`src/rtl/mem_access_pkg.sv`:
```
// ============================================================================
// Module   : mem_access_pkg
// Brief    : Shared widths, FSM state encoding and strobe decode for the
//            memory access stage.
// Revision : 1.0 - initial release
// ============================================================================
`default_nettype none

package mem_access_pkg;

   localparam int MEM_ADDR_W = 20;
   localparam int MEM_DATA_W = 16;

   typedef enum logic [2:0] {
      ST_IDLE     = 3'd0,
      ST_RD       = 3'd1,
      ST_WR_SETUP = 3'd2,
      ST_WR_PULSE = 3'd3,
      ST_WR_HOLD  = 3'd4,
      ST_DONE     = 3'd5
   } mem_state_t;

   typedef struct packed {
      logic ce_n;
      logic oe_n;
      logic we_n;
      logic wdata_oe;
      logic ready;
      logic busy;
   } strobe_t;

   localparam strobe_t STROBE_IDLE = '{ce_n: 1'b1, oe_n: 1'b1, we_n: 1'b1,
                                       wdata_oe: 1'b0, ready: 1'b0, busy: 1'b0};

   // Pin levels for a given state; applied to the state being entered.
   function automatic strobe_t decode_strobes(input mem_state_t st);
      strobe_t s;
      s = STROBE_IDLE;
      case (st)
         ST_RD: begin
            s.ce_n = 1'b0; s.oe_n = 1'b0; s.busy = 1'b1;
         end
         ST_WR_SETUP, ST_WR_HOLD: begin
            s.ce_n = 1'b0; s.wdata_oe = 1'b1; s.busy = 1'b1;
         end
         ST_WR_PULSE: begin
            s.ce_n = 1'b0; s.we_n = 1'b0; s.wdata_oe = 1'b1; s.busy = 1'b1;
         end
         ST_DONE: begin
            s.ready = 1'b1; s.busy = 1'b1;
         end
         default: s = STROBE_IDLE;
      endcase
      return s;
   endfunction

endpackage

`default_nettype wire

```
`src/rtl/mem_wait_counter.sv`:
```
// ============================================================================
// Module   : mem_wait_counter
// Brief    : Loadable down-counter with zero flag; saturates at zero.
// Revision : 1.0 - initial release
// ============================================================================
`default_nettype none

module mem_wait_counter #(
   parameter int CNT_W = 2
) (
   input  logic             clk,
   input  logic             rst,
   input  logic             load,
   input  logic [CNT_W-1:0] load_val,
   input  logic             dec,
   output logic             zero
);

   logic [CNT_W-1:0] r_count;

   always_ff @(posedge clk) begin
      if (rst)
         r_count <= '0;
      else if (load)
         r_count <= load_val;
      else if (dec && (r_count != '0))
         r_count <= r_count - 1'b1;
   end

   assign zero = (r_count == '0);

endmodule

`default_nettype wire

```
`src/rtl/mem_access_unit.sv`:
```
// ============================================================================
// Module   : mem_access_unit
// Brief    : MAR/MDR capture and fixed-latency async SRAM read/write sequencer.
// Revision : 1.0 - initial release
// ============================================================================
`default_nettype none

module mem_access_unit
   import mem_access_pkg::*;
#(
   parameter int WAIT_CYCLES = 2,
   parameter int ADDR_W      = MEM_ADDR_W
) (
   input  logic                  Clk,
   input  logic                  Reset,
   input  logic [MEM_DATA_W-1:0] Bus,
   input  logic                  LD_MAR,
   input  logic                  LD_MDR,
   input  logic                  Mem_Req,
   input  logic                  Mem_RW,
   input  logic [MEM_DATA_W-1:0] Mem_Rdata,
   output logic [MEM_DATA_W-1:0] MAR_out,
   output logic [MEM_DATA_W-1:0] MDR_out,
   output logic [ADDR_W-1:0]     Mem_Addr,
   output logic [MEM_DATA_W-1:0] Mem_Wdata,
   output logic                  Mem_Wdata_OE,
   output logic                  Mem_CE_n,
   output logic                  Mem_OE_n,
   output logic                  Mem_WE_n,
   output logic                  Mem_Ready,
   output logic                  Busy
);

   localparam int               CNT_W    = $clog2(WAIT_CYCLES + 1);
   localparam logic [CNT_W-1:0] CNT_LOAD = CNT_W'(WAIT_CYCLES - 1);

   mem_state_t            r_state;
   mem_state_t            w_next_state;
   strobe_t               r_strb;
   logic [MEM_DATA_W-1:0] r_mar;
   logic [MEM_DATA_W-1:0] r_mdr;
   logic                  w_cnt_load;
   logic                  w_cnt_dec;
   logic                  w_cnt_zero;

   mem_wait_counter #(
      .CNT_W (CNT_W)
   ) u_wait_counter (
      .clk      (Clk),
      .rst      (Reset),
      .load     (w_cnt_load),
      .load_val (CNT_LOAD),
      .dec      (w_cnt_dec),
      .zero     (w_cnt_zero)
   );

   always_comb begin
      w_next_state = r_state;
      w_cnt_load   = 1'b0;
      case (r_state)
         ST_IDLE: begin
            if (Mem_Req) begin
               if (Mem_RW) begin
                  w_next_state = ST_WR_SETUP;
               end else begin
                  w_next_state = ST_RD;
                  w_cnt_load   = 1'b1;
               end
            end
         end
         ST_RD:       if (w_cnt_zero) w_next_state = ST_DONE;
         ST_WR_SETUP: begin
            w_next_state = ST_WR_PULSE;
            w_cnt_load   = 1'b1;
         end
         ST_WR_PULSE: if (w_cnt_zero) w_next_state = ST_WR_HOLD;
         ST_WR_HOLD:  w_next_state = ST_DONE;
         ST_DONE:     w_next_state = ST_IDLE;
         default:     w_next_state = ST_IDLE;
      endcase
   end

   assign w_cnt_dec = (r_state == ST_RD) || (r_state == ST_WR_PULSE);

   // Strobes are decoded from the next state so the pins come straight off flops.
   always_ff @(posedge Clk) begin
      if (Reset) begin
         r_state <= ST_IDLE;
         r_strb  <= STROBE_IDLE;
         r_mar   <= '0;
         r_mdr   <= '0;
      end else begin
         r_state <= w_next_state;
         r_strb  <= decode_strobes(w_next_state);
         if ((r_state == ST_IDLE) && LD_MAR)
            r_mar <= Bus;
         if ((r_state == ST_RD) && w_cnt_zero)
            r_mdr <= Mem_Rdata;
         else if ((r_state == ST_IDLE) && LD_MDR)
            r_mdr <= Bus;
      end
   end

   assign MAR_out      = r_mar;
   assign MDR_out      = r_mdr;
   assign Mem_Addr     = ADDR_W'(r_mar);
   assign Mem_Wdata    = r_mdr;
   assign Mem_Wdata_OE = r_strb.wdata_oe;
   assign Mem_CE_n     = r_strb.ce_n;
   assign Mem_OE_n     = r_strb.oe_n;
   assign Mem_WE_n     = r_strb.we_n;
   assign Mem_Ready    = r_strb.ready;
   assign Busy         = r_strb.busy;

endmodule

`default_nettype wire

```
`config.mk`:
```
export PLATFORM = sky130hd
export DESIGN_NAME = mem_access_unit
export DESIGN_NICKNAME = d
export VERILOG_FILES = /design/src/rtl/mem_access_pkg.sv /design/src/rtl/mem_wait_counter.sv /design/src/rtl/mem_access_unit.sv
export SDC_FILE = /design/constraint.sdc
export NUM_CORES = 1
export LEC_CHECK = 0
export BUFFER_PORTS_ARGS = -buffer_cell sky130_fd_sc_hd__buf_4
export CAP_MARGIN = 5
export CORE_MARGIN = 4
export CORE_UTILIZATION = 45
export CTS_CLUSTER_DIAMETER = 200
export DETAILED_ROUTE_END_ITERATION = 10
export PLACE_DENSITY = 0.8
export SLEW_MARGIN = 0
export SYNTH_ARGS = -nofsm -noshare
export SYNTH_HDL_FRONTEND = slang
export SYNTH_SLANG_ARGS = --single-unit
```
`constraint.sdc`:
```
create_clock -name Clk -period 2.2 [get_ports Clk]
set_input_delay 0.11 -clock Clk [delete_from_list [all_inputs] [get_ports Clk]]
set_output_delay 0.11 -clock Clk [all_outputs]
set_load 0.1 [all_outputs]
```
==> impl_metrics.csv <==
group,metric,value,unit
setup_path,r2r_end,"MAR_out[1]$_SDFFE_PP0P_",
setup_path,r2r_cells,3,
placed_design,routabilityCongestion,0.833,
floorplanning,start_util,0.476,
routing,drc,0,
hold_path,hold_path.class,"input pin to register",
layout,stdcell_count,358,
floorplanning,rows,24,
setup_path,r2r-start,"r_state[2]$_SDFF_PP0_",
logic_synthesis,netlist_instances,236,
setup_path,cp_cell_sequence,"or4b_1, nand2_1, a21oi_1",
logic_synthesis,ys_async_sr_fraction,0,
clocking,cts.repair.resized,0,
setup_path,cp-end-kind,"register",
routing,first_iter_violations,81,
sta,skew,0.0136,ns
sta,finalSetupViolCount,0,
floorplanning,die_h,76.8,um
power,p_per_area,1510,nW/um2
global_route,antenna_found_initial,0,
routing,wire_per_inst,15.2,um
setup_path,r2r_setup_slack,0.47,ns
layout,num_antenna_cells,0,
global_route,first_global_vias,1794,
layout,drive_gt1_frac,0.435,
routing,postRouteAntennaNets,0,
routing,vias_per_cell,5.29,
placed_design,io_buffers,107,
global_route,grt_pass1_wl,8560,um
setup_path,start_kind,"register",
sta,finalHoldViolCount,0,
hold_path,min_from,"Bus[3]",
setup_path,crit_required,2.34,ns
routing,wl,5460,um
logic_synthesis,synth_warnings,0,
logic_synthesis,avgSynthCellArea,9.02,um2
floorplanning,chipWidth,76.8,um
layout,final_cell_mix,"buf_4 (111), dfxtp_1 (43), a21oi_1 (36)",
sta,finalSetupTns,0,ns
placed_design,placed_cells,350,
logic_synthesis,syn_area,2130,um2
global_route,overflow,0,
setup_path,critical_path_class,"register to register",
layout,area_delta_synth_final,30.0,%
sta,timing.final.max_slew_violations,0,
clocking,root_buffer,"clkbuf_8",
run_status,outcome,"complete, no violations",
sta,timing.fmax,578,MHz
hold_path,holdPathStages,3,
setup_path,arrival,1.87,ns
setup_path,cp_slowest_stage_delay,0.88,ns
floorplanning,die_area,5900,um2
logic_synthesis,yosysSeqAreaShare,0.404,
sta,relSlewSlack,0.619,
logic_synthesis,yosysUniqueCellTypes,35,
floorplanning,ioPinCount,112,
logic_synthesis,ys.flop_type,"dfxtp_1",
clocking,cts_htree_levels,2,
logic_synthesis,ys_ff_latch,43,
floorplanning,core_area,4470,um2
hold_path,min_to,"MAR_out[3]$_SDFFE_PP0P_",
clocking,insertion_delay,0.28,ns
routing,via_count,1894,
layout,fin_nets,344,
sta,tightest_slew,0.571,ns
clocking,hold_buffers,0,
sta,fin_crit,1.73,ns
power,max-vdd-ir-drop,771,uV
setup_path,critPathMaxFanout,16,
sta,grt_setup_unrepaired,"false",
setup_path,cp_slowest_cell,"or4b_1",
placed_design,dp_hpwl,4030,um
power,leakagePower,1.33,nW
flow_run,cap_violations,0,
clocking,numCtsBuffers,5,
clocking,cts_sinks,43,
global_route,global_route.usage.total,0.175,
sta,timing.final.crit_share,0.786,
layout,final_common_cell,"buf_4",
global_route,grt_max_degree,41,
clocking,cts_tree,"yes",
clocking,post_cts_buffers,0,
clocking,max-clock-path-buffers,2,
logic_synthesis,synth_edf_count,0,
routing,drt_pass1_iterations,4,
clocking,clk_pin_slew,0.08,ns
## how the worst max path moves through the flow
stage               depth (start not counted)  slack (ns)                              startpoint                       end
finish                                      3        0.47                   r_state[2]$_SDFF_PP0_   MAR_out[1]$_SDFFE_PP0P_
global route                                3        0.33                   r_state[2]$_SDFF_PP0_   MAR_out[2]$_SDFFE_PP0P_
CTS                                         3        0.46                   r_state[2]$_SDFF_PP0_   MAR_out[1]$_SDFFE_PP0P_
detailed placement                          3        0.48                   r_state[2]$_SDFF_PP0_  MAR_out[14]$_SDFFE_PP0P_
global placement                            3        0.50                   r_state[2]$_SDFF_PP0_   MAR_out[1]$_SDFFE_PP0P_
floorplan                                   7        0.64  u_wait_counter.r_count[0]$_SDFFE_PP0P_  MDR_out[10]$_SDFFE_PP0P_
## cell type report
| type | instances | area, um2 |
|---|---|---|
| clock buffer | 7 | 86.3 |
| clock inverter | 1 | 8.76 |
| fill | 401 | 1710 |
| inverter | 3 | 11.3 |
| multi-input combinational | 141 | 903 |
| sequential | 43 | 861 |
| tap | 52 | 65.1 |
| timing repair buffer | 111 | 833 |
## report_power, final
group	leakage, nW	total (W)	switching, W	internal, W
clock	0.0484	0.000514	0.000257	0.000257
combinational	0.931	0.00261	0.00207	0.000542
sequential	0.355	0.00104	0.000127	0.000916
## sequential cells by signal, indices dropped and copies added, names as in the netlist
signal and flops:
r_state 3, Mem_Wdata_OE 1, Mem_OE_n 1, Mem_Ready 1
Mem_WE_n 1, Busy 1, Mem_CE_n 1, MAR_out 16
u_wait_counter.r_count 2, MDR_out 16
## metal layers
layer	wire length [um]	global-route usage	vias up
li1	-	-	910
met1	2260	0.211	876
met2	2600	0.290	97
met3	488	0.0550	11
met4	106	0.0634	0
met5	0	0	-
## worst max-delay path: cells and delay by family, from the launching register on
family | cells | cell delay (ns)
and+or+nand+nor | 2 | 1.05
DFF | 1 | 0.47
AOI/OAI and AO/OA | 1 | 0.07
## through the flow
step	power [W]	hold slack, ns	util	setup WS, ns	cell area, um2
after floorplan	0.00332	0.242	-	0.640	2140
after global placement	0.00365	0.369	0.598	0.503	2670
after detailed placement	0.00368	0.374	0.598	0.481	2670
after CTS	0.00419	0.0638	0.619	0.461	2770
after global routing	0.00433	0.0609	0.619	0.333	2770
final	0.00417	0.0717	0.619	0.471	2770
## cells by family after synthesis
family	count (synthesis)	synth area share
AO/OA/AOI/OAI	61	0.196
other	1	0.00176
flip-flops	43	0.404
AND/OR/NAND/NOR	58	0.133
buffers and inverters	55	0.177
multiplexers	17	0.0823
adder cells (fa/ha/maj)	1	0.00587
## cells in the mapped netlist, types with 2 or more instances
cell,instances,area share
a211oi_2,10,0.059
buf_2,7,0.016
inv_1,3,0.0053
clkbuf_1,5,0.0088
nand3_1,3,0.0070
buf_6,3,0.016
nor2_1,5,0.0088
buf_4,37,0.13
o21ai_0,2,0.0047
nand2b_1,3,0.0088
a211oi_1,7,0.025
a21oi_1,36,0.085
mux2i_1,16,0.075
and3_1,2,0.0059
nand2_1,35,0.062
dfxtp_1,43,0.40
No activity file was read; power rests on OpenSTA's default activity.
